`config.mk`:
```
export PLATFORM = sky130hd
export DESIGN_NAME = cp_operand_loader
export DESIGN_NICKNAME = d
export VERILOG_FILES = /design/src/rtl/cp_pkg.sv /design/src/rtl/cp_operand_loader.sv
export SDC_FILE = /design/constraint.sdc
export NUM_CORES = 1
export LEC_CHECK = 0
export CORE_MARGIN = 2
export CORE_UTILIZATION = 45
export CTS_CLUSTER_DIAMETER = 80
export DETAILED_ROUTE_END_ITERATION = 10
export HOLD_SLACK_MARGIN = 0.02
export MAX_ROUTING_LAYER = met4
export PLACE_DENSITY_LB_ADDON = 0.12
export SYNTH_ARGS = -nofsm -noshare
export SYNTH_HDL_FRONTEND = slang
export SYNTH_SLANG_ARGS = --single-unit
```
`constraint.sdc`:
```
create_clock -name clk -period 10.25 [get_ports clk]
set_clock_uncertainty 0.05 [all_clocks]
set_input_delay 1.5375 -clock clk [delete_from_list [all_inputs] [get_ports clk]]
set_output_delay 1.5375 -clock clk [all_outputs]
set_load 0.1 [all_outputs]
```
`src/rtl/cp_pkg.sv`:
```
// Shared constants and types for the crossproduct operand path.
// The element index constants fix the a1..a4, b1..b4 load order.
package cp_pkg;

  localparam int CP_WIDTH    = 8;
  localparam int CP_N_ELEM   = 4;
  localparam int CP_LOAD_CNT = 8;

  localparam int IDX_A1 = 0;
  localparam int IDX_A2 = 1;
  localparam int IDX_A3 = 2;
  localparam int IDX_A4 = 3;
  localparam int IDX_B1 = 4;
  localparam int IDX_B2 = 5;
  localparam int IDX_B3 = 6;
  localparam int IDX_B4 = 7;

  typedef enum logic {
    SH_FILL = 1'b0,
    SH_FULL = 1'b1
  } shadow_state_t;

endpackage

```
`src/rtl/cp_operand_loader.sv`:
```
// Streams eight operand elements into a shadow bank, then hands each complete
// set to a held output bank that drives crossproduct a1..a4 / b1..b4.
//
// state   | meaning
// SH_FILL | shadow bank accepting elements, load_cnt selects the slot
// SH_FULL | eight elements held, waiting for the output bank to free up
module cp_operand_loader
  import cp_pkg::*;
#(
  parameter int WIDTH = CP_WIDTH
) (
  input  logic             clk,
  input  logic             rst,
  input  logic [WIDTH-1:0] in_data,
  input  logic             in_valid,
  output logic             in_ready,
  input  logic             flush,
  output logic [WIDTH-1:0] a1,
  output logic [WIDTH-1:0] a2,
  output logic [WIDTH-1:0] a3,
  output logic [WIDTH-1:0] a4,
  output logic [WIDTH-1:0] b1,
  output logic [WIDTH-1:0] b2,
  output logic [WIDTH-1:0] b3,
  output logic [WIDTH-1:0] b4,
  output logic             out_valid,
  input  logic             out_ready,
  output logic [7:0]       out_tag
);

  localparam logic [2:0] LAST_SLOT = 3'(CP_LOAD_CNT - 1);

  shadow_state_t    state, state_next;
  logic [2:0]       load_cnt, load_cnt_next;
  logic [WIDTH-1:0] shadow [CP_LOAD_CNT];
  logic [7:0]       next_tag;
  logic             shadow_full;
  logic             accept;
  logic             transfer;

  assign shadow_full = (state == SH_FULL);
  assign in_ready    = !rst && !shadow_full && !flush;
  assign accept      = in_valid && in_ready;
  // A flush on the transfer edge discards the set rather than letting it through.
  assign transfer    = shadow_full && !flush && (!out_valid || out_ready);

  always_ff @(posedge clk or posedge rst) begin
    if (rst) begin
      state    <= SH_FILL;
      load_cnt <= '0;
    end else begin
      state    <= state_next;
      load_cnt <= load_cnt_next;
    end
  end

  always_comb begin
    state_next    = state;
    load_cnt_next = load_cnt;
    unique case (state)
      SH_FILL: begin
        if (flush) begin
          load_cnt_next = '0;
        end else if (accept) begin
          if (load_cnt == LAST_SLOT) begin
            load_cnt_next = '0;
            state_next    = SH_FULL;
          end else begin
            load_cnt_next = load_cnt + 3'd1;
          end
        end
      end
      SH_FULL: begin
        if (flush || transfer) state_next = SH_FILL;
      end
      default: begin
        state_next    = SH_FILL;
        load_cnt_next = '0;
      end
    endcase
  end

  always_ff @(posedge clk or posedge rst) begin
    if (rst) begin
      for (int i = 0; i < CP_LOAD_CNT; i++) shadow[i] <= '0;
    end else if (accept) begin
      shadow[load_cnt] <= in_data;
    end
  end

  // Output bank only moves on transfer; a consume just drops out_valid.
  always_ff @(posedge clk or posedge rst) begin
    if (rst) begin
      a1        <= '0;
      a2        <= '0;
      a3        <= '0;
      a4        <= '0;
      b1        <= '0;
      b2        <= '0;
      b3        <= '0;
      b4        <= '0;
      out_valid <= 1'b0;
      out_tag   <= '0;
      next_tag  <= '0;
    end else if (transfer) begin
      a1        <= shadow[IDX_A1];
      a2        <= shadow[IDX_A2];
      a3        <= shadow[IDX_A3];
      a4        <= shadow[IDX_A4];
      b1        <= shadow[IDX_B1];
      b2        <= shadow[IDX_B2];
      b3        <= shadow[IDX_B3];
      b4        <= shadow[IDX_B4];
      out_valid <= 1'b1;
      out_tag   <= next_tag;
      next_tag  <= next_tag + 8'd1;
    end else if (out_valid && out_ready) begin
      out_valid <= 1'b0;
    end
  end

endmodule

```
==> results of run 1 <==
sequential cells by signal (all words and copies together) (netlist names), 3 cells and up:
name and flops:
a1 8, out_tag 8, b4 8, a4 8, b2 8, shadow 64
load_cnt 3, b1 8, next_tag 8, b3 8, a3 8, a2 8
synth_stat cells:
| cell | count | area share [%] |
|---|---|---|
| dfrtp_1 | 149 | 65 |
| mux2_2 | 137 | 27 |
| clkbuf_1 | 12 | 0.79 |
| nand2_1 | 10 | 0.66 |
| xnor2_1 | 6 | 0.92 |
| nand3_1 | 4 | 0.35 |
| and3_1 | 3 | 0.33 |
| ha_1 | 3 | 0.66 |
| nand2b_1 | 3 | 0.33 |
| nand4_1 | 3 | 0.33 |
| nor2b_1 | 2 | 0.22 |
| buf_2 | 1 | 0.088 |
| buf_4 | 1 | 0.13 |
| inv_1 | 1 | 0.066 |
| nand2_2 | 1 | 0.11 |
| nand3b_1 | 1 | 0.13 |
| nand3b_2 | 1 | 0.20 |
| nor2_1 | 1 | 0.066 |
| nor2_2 | 1 | 0.11 |
| nor3_1 | 1 | 0.088 |
| nor3_4 | 1 | 0.29 |
| nor3b_2 | 1 | 0.22 |
| nor4_4 | 1 | 0.37 |
| nor4b_4 | 1 | 0.42 |
| o21ai_0 | 1 | 0.088 |
| o31ai_1 | 1 | 0.13 |
| or3_1 | 1 | 0.11 |
| or4b_1 | 1 | 0.18 |
| xor2_1 | 1 | 0.15 |
report_power, final:
| group | leakage, nW | internal (W) | total (W) | switching [W] |
|---|---|---|---|---|
| Sequential | 2.05 | 0.000613 | 0.000625 | 0.0000120 |
| Clock | 0.248 | 0.000311 | 0.000529 | 0.000218 |
| Combinational | 1.19 | 0.0000242 | 0.0000509 | 0.0000267 |
| Total | 3.49 | 0.000948 | 0.00120 | 0.000257 |
critical path: stages:
cell             delay [ns]
clkdlybuf4s50_1        0.55
nor3_1                 0.21
clkdlybuf4s50_1        1.16
logic make-up after synthesis:
family	count (synthesis)	share of synthesized area (%)
multiplexers	137	27.1
buffers and inverters	15	1.08
AO/OA/AOI/OAI	2	0.219
AND/OR/NAND/NOR	37	4.50
flip-flops	149	65.4
XOR/XNOR	7	1.08
adder cells (fa/ha/maj)	3	0.659
cell usage in the layout (no fill, tap or decap), types with 4 or more instances in the layout:
cell             netlist  routed
dfrtp_1              149     149
clkbuf_16              0      17
clkinv_2               0       6
clkdlybuf4s50_1        0      86
nand3_1                4       4
xnor2_1                6       6
mux2_2               137     137
nand2_1               10      10
clkbuf_1              12       7
worst paths after layout:
path	cells past startpoint	end	startpoint
worst min register to register	1	next_tag[7]	next_tag[7]
worst min-delay path	1	next_tag[7]	next_tag[7]
worst max-delay path	3	in_ready	rst
max in group asynchronous	3	a1[4]	rst
min in group asynchronous	2	shadow[47]	rst
worst max register to register	4	b4[4]	shadow_full
per-stage QoR:
step           power [W]  worst slack, ns
6_report         0.00120             5.20
5_1_grt          0.00126             5.15
4_1_cts          0.00122             5.19
3_5_place_dp    0.000688             5.19
3_3_place_gp    0.000685             5.24
2_1_floorplan   0.000667             4.65
layer usage:
layer	wire, um	up-vias
li1	-	1427
met1	4870	1672
met2	5260	68
met3	469	13
met4	164	0
met5	0	-
area by class of cell:
cell class,instances,area share (%)
Sequential cell,149,51.5
Multi-Input combinational cell,186,26.5
Timing Repair Buffer,88,12.1
Clock buffer,25,6.43
Tap cell,172,2.97
Clock inverter,6,0.415
Inverter,1,0.121
==> results.ini, run 1 <==
[outcome]
status=completed

[worst_setup_path]
endpoint_kind=output port
rrSetupSlack_ns=7.59
startpoint_type=input pin
critPathKind=input pin to output port
cp.required_ns=8.66
critPathMaxFanout=4
arrival_ns=3.47

[drt]
routed-via-count=3180
avgRoutedWirePerCell_um=17.2
ant_nets=0
drt_pass1_iterations=4
routed_wl_mm=10.8
remaining_drc_errors=0
vias_per_cell=5.07
first_iter_violations=152

[cells_and_area]
nets=459
final_core_util_pct=57.9
syn_to_final_growth_pct=27.0
final_area_sq_mm=0.00724
multi_input_area_sq_mm=0.00192
drive_gt1_share_pct=37.8
final_cells=627
diodes=0
fillers=1077
seq_area_sq_mm=0.00373

[synth]
syn_avg_cell_area_sq_um=16.3
syn_inst=350
ys_seq_elements=149
syn_area_sq_mm=0.00570
synth_warnings=0
synth_nets=366
synthDistinctLibCells=29
ys_seq_area_share_pct=65.4

[timing]
rsz0062_at_grt=false
slew_headroom_pct=32.0
whs_ns=0.423
setup_tns_ns=0
fmax_mhz=198
setup_violations=0
min_period_over_period_pct=49.3
maxSlewViolCount=0
worst_pin_slew_ns=1.02
min_period_ns=5.05
hold_violations=0

[clocking]
cts_hold_buffers=0
clk_path_buf_depth=2
cts.clk_slew.worst_paths_ns=0.05
cts_inserted_buffers=17
postCtsSetupBuffers=0
cts_resized=0
clock_latency_ns=0.42
cts_tree=built
cts.sinks=149
ctsRootBufferMaster=clkbuf_16
h-tree-depth=4

[global_routing]
antenna_found_initial=0
use_met1_pct=22.8
grtUsageMet2_pct=27.6
grt_pass1_wl_mm=17.2
grt_util_all_layers_pct=18.2
grt_pass1_vias=3239
grt_overflow=0
grt_max_degree=79
grtUsageMet3_pct=6.23
grt_most_used_layer=met2

[place]
portBuffers=86
routabilityCongestion=0.667
dp_cells=596
placed_cell_area_sq_mm=0.00675
dp_hpwl_mm=6.75

[die]
start_util_pct=45.5
core_sq_mm=0.0125
die_w_um=117
rows=41
die_h_um=117
dieArea_sq_mm=0.0136
io_pins=87

[power]
vdd_drop_max_mv=0.0874
power.density_mw_per_mm2=166
power.leakage_nw=3.49

[min_path]
hp-class=register to register

[run]
drv_cap=0

(Power assumes the default switching activity.)
==> run 2: changes to the inputs <==
- clock period: 10.25 -> 4.6 ns (I/O delays scaled with it)
==> run 2 against run 1 <==
Register-to-register slack worse by 5.2 ns. Critical path type is now register to output port. Sequential share of layout area is 0.67 points lower. Via count decreased by 0.82%. Critical path depth decreased by 2. Global-route usage rose by 0.16 points. Combinational power up 130%. Clock-buffer cell count decreased by 4. First-iteration DRC count down 28%.
==> results.ini, run 2 (synthesis gave the netlist of run 1 again) <==
[min_path]
hp-class=register to register

[timing]
setup_tns_ns=0
setup_violations=0
hold_violations=0
maxSlewViolCount=0
worst_pin_slew_ns=1.00
min_period_over_period_pct=58.7
fmax_mhz=370
min_period_ns=2.70
slew_headroom_pct=33.1
rsz0062_at_grt=false

[worst_setup_path]
arrival_ns=1.96
rrSetupSlack_ns=2.35
startpoint_type=register
cp.required_ns=3.86
critPathMaxFanout=2
cp_num_buf_inv=1
endpoint_kind=output port
cp_slowest_cell=clkdlybuf4s50_1
cp_slowest_stage_delay_ns=1.15
crit_family=buffers and inverters
cp_cell_sequence=clkdlybuf4s50_1
critPathKind=register to output port

[power]
vdd_drop_max_mv=0.184
power.density_mw_per_mm2=387
power.leakage_nw=3.53

[clocking]
cts_resized=0
clk_path_buf_depth=2
postCtsSetupBuffers=0
cts.clk_slew.worst_paths_ns=0.06
cts_hold_buffers=0
cts_inserted_buffers=17
clock_latency_ns=0.41
cts.sinks=149
cts_tree=built
ctsRootBufferMaster=clkbuf_16
h-tree-depth=4

[drt]
vias_per_cell=5.01
avgRoutedWirePerCell_um=17.6
ant_nets=0
routed-via-count=3154
routed_wl_mm=11.0
first_iter_violations=110
remaining_drc_errors=0
drt_pass1_iterations=4

[place]
routabilityCongestion=0.736
dp_cells=598
dp_hpwl_mm=6.96
portBuffers=86
placed_cell_area_sq_mm=0.00677

[die]
die_h_um=117
dieArea_sq_mm=0.0136
io_pins=87
start_util_pct=45.5
rows=41
core_sq_mm=0.0125
die_w_um=117

[cells_and_area]
multi_input_area_sq_mm=0.00192
seq_area_sq_mm=0.00373
final_cells=629
largest_reg_flops=64
drive_gt1_share_pct=39.4
final_common_cell=dfrtp_1
fillers=1051
final_area_sq_mm=0.00734
diodes=0
top_register=shadow
layout_common_cells=dfrtp_1 (149), mux2_2 (137), clkdlybuf4s50_1 (85), clkbuf_16 (17), nand2_1 (10)
nets=461
syn_to_final_growth_pct=28.7

[global_routing]
grt_overflow=0
grt_util_all_layers_pct=18.3
grt_pass1_wl_mm=17.7
grt_max_degree=71
grt_pass1_vias=3256
antenna_found_initial=0

[outcome]
status=completed

[run]
drv_cap=0

## run 2: per-stage QoR
stage	hold WS [ns]	utilization [%]	power (W)	setup slack (ns)
2_1_floorplan	0.390	-	0.00149	1.07
3_3_place_gp	0.413	54.1	0.00153	1.56
3_5_place_dp	0.408	54.1	0.00154	1.53
4_1_cts	0.418	58.6	0.00287	1.88
5_1_grt	0.431	58.6	0.00295	1.85
6_report	0.420	58.6	0.00284	1.90
## run 2: routing by layer
layer,vias to the layer above,global-route usage (%),routed length [um]
met5,-,-,0
met4,0,8.24,236
met3,19,4.26,362
met2,73,26.9,5210
met1,1635,24.5,5230
li1,1427,-,-
## run 2: final timing paths
path | from | end | cells after the start
min in group asynchronous | rst | load_cnt[2] | 2
max in group asynchronous | rst | b4[4] | 3
max reg2reg | shadow_full | shadow[58] | 3
max | a2[5] | a2[5] | 1
min | next_tag[7] | next_tag[7] | 1
min reg2reg | next_tag[7] | next_tag[7] | 1
## run 2: layout make-up
class	count	area share (%)
inverter	1	0.102
sequential	149	50.8
clock inverter	10	1.45
clock buffer	21	6.28
tap	172	2.93
timing repair buffer	90	12.3
multi-input combinational	186	26.1
## run 2: report_power, final
group          internal (W)  total (W)  switching (W)
Combinational     0.0000547   0.000115      0.0000600
Clock              0.000818    0.00133       0.000511
Sequential          0.00137    0.00139      0.0000292
Total               0.00224    0.00284       0.000600
## run 2: worst register-to-register path, cell delays in order (launching register included)
cell	delay, ns
dfrtp_1	0.43
or4b_1	0.74
nor4_4	0.51
mux2_2	0.40
==> run 3: changes to the inputs <==
- clock period: 4.6 -> 2.6 ns (I/O delays scaled with it)
==> run 3 against run 2 <==
Clock power increased by 99%. Critical endpoint is now shadow[29]. Non-clock buffer count grew 11. First-iteration DRC count fell by 4.5%. Critical path type is now register to register.
==> results.ini, run 3 (synthesis gave the netlist of run 1 again) <==
[power]
power.density_mw_per_mm2=721
p_switching_w=0.00105
intPower_w=0.00428
finalPower_w=0.00533
p_comb_share_pct=4.0
switching_share_pct=19.7
power.leakage_nw=3.80
p_seq_share_pct=46.3
vdd_drop_max_mv=0.418
clock_power_share_pct=49.7

[clocking]
clk_path_buf_depth=2
cts.clk_slew.worst_paths_ns=0.06
cts_resized=0
h-tree-depth=4
cts.sinks=149
postCtsSetupBuffers=0
cts_hold_buffers=0
cts_inserted_buffers=17
clock_latency_ns=0.41
ctsRootBufferMaster=clkbuf_16
cts_tree=built

[die]
dieArea_sq_mm=0.0136
core_sq_mm=0.0125
start_util_pct=45.5
io_pins=87
die_h_um=117
rows=41
die_w_um=117

[worst_setup_path]
rrSetupSlack_ns=0.39
cp_slowest_stage_delay_ns=0.73
cp.required_ns=2.85
startpoint_type=register
critPathKind=register to register
critPathMaxFanout=8
reg2reg_from=shadow_full
cp_slowest_cell=or4b_1
endpoint_kind=register
reg2reg_depth=4
cp_num_buf_inv=0
r2r-end=shadow[29]
crit_family=simple AND/OR/NAND/NOR gates
cp_cell_sequence=or4b_1 -> nor2_1 -> nand3b_2 -> mux2_2
arrival_ns=2.45

[drt]
routed-via-count=3179
ant_nets=0
first_iter_violations=105
routed_wl_mm=11.0
remaining_drc_errors=0
drt_pass1_iterations=4
vias_per_cell=4.96
avgRoutedWirePerCell_um=17.1

[global_routing]
grt_pass1_wl_mm=17.5
antenna_found_initial=0
grt_max_degree=79
grt_overflow=0
grt_pass1_vias=3306
grt_util_all_layers_pct=18.3

[cells_and_area]
largest_reg_flops=64
seq_area_sq_mm=0.00373
nets=472
fillers=1060
final_common_cell=dfrtp_1
layout_common_cells=dfrtp_1 (149), mux2_2 (137), buf_4 (83), clkbuf_16 (17), clkdlybuf4s50_1 (12)
diodes=0
multi_input_area_sq_mm=0.00192
syn_to_final_growth_pct=29.7
top_register=shadow
final_core_util_pct=59.1
drive_gt1_share_pct=56.9

[timing]
hold_violations=0
rsz0062_at_grt=false
min_period_ns=2.21
worst_pin_slew_ns=0.511
min_period_over_period_pct=84.8
slew_headroom_pct=65.9
setup_violations=0
fmax_mhz=453
setup_tns_ns=0
maxSlewViolCount=0

[min_path]
hp-class=register to register
hold_depth=1
holdPathEnd=next_tag[7]
worstHoldStart=next_tag[7]

[place]
dp_hpwl_mm=7.02
portBuffers=86
routabilityCongestion=0.734

[run]
drv_cap=0

[outcome]
status=completed

## run 3: final cells by class
class,count,share of cell area [%]
Sequential cell,149,50.4
Clock inverter,8,1.93
Inverter,1,0.102
Tap cell,172,2.91
Timing Repair Buffer,101,11.7
Clock buffer,24,6.92
Multi-Input combinational cell,186,26.0
## run 3: power groups by stage
| stage | sequential [W] | combinational (W) | clock [W] |
|---|---|---|---|
| final | 0.00247 | 0.000215 | 0.00265 |
| after floorplan | 0.00248 | 0.000145 | 0 |
| after global routing | 0.00248 | 0.000240 | 0.00281 |
| after CTS | 0.00247 | 0.000222 | 0.00270 |
| after global placement | 0.00250 | 0.000215 | 0 |
| after detailed placement | 0.00251 | 0.000221 | 0 |
## run 3: worst max path at each step
stage	startpoint	end	slack, ns	depth (start not counted)
6_report	shadow_full	shadow[29]	0.39	4
2_1_floorplan	rst	a1[0]	0.29	1
5_1_grt	shadow_full	shadow[29]	0.29	4
4_1_cts	shadow_full	shadow[31]	0.38	4
3_3_place_gp	flush	shadow[28]	0.07	5
3_5_place_dp	flush	shadow[31]	0.006	5
## run 3: worst reg2reg max path, cell delays in order (launching register included)
cell	delay, ns
dfrtp_1	0.44
or4b_1	0.73
nor2_1	0.26
nand3b_2	0.26
mux2_2	0.35
## run 3: per-stage QoR
step                cell area [sq um]  cells  setup WS (ns)  hold slack [ns]
CTS                              7390    641          0.383            0.433
finish                           7390    641          0.395            0.426
global route                     7390    641          0.287            0.458
floorplan                        5710    350          0.285            0.390
global placement                 6740    609         0.0747            0.412
detailed placement               6740    609        0.00577            0.417
## run 3: routing by layer
metal / wire length [um] / vias up / global-route usage, % / share of wire [%]
met5: 0 / - / - / 0
met4: 103 / 0 / 6.98 / 0.94
met3: 507 / 10 / 5.86 / 4.6
met2: 5400 / 71 / 27.9 / 49
met1: 4950 / 1638 / 23.1 / 45
li1: - / 1460 / - / -
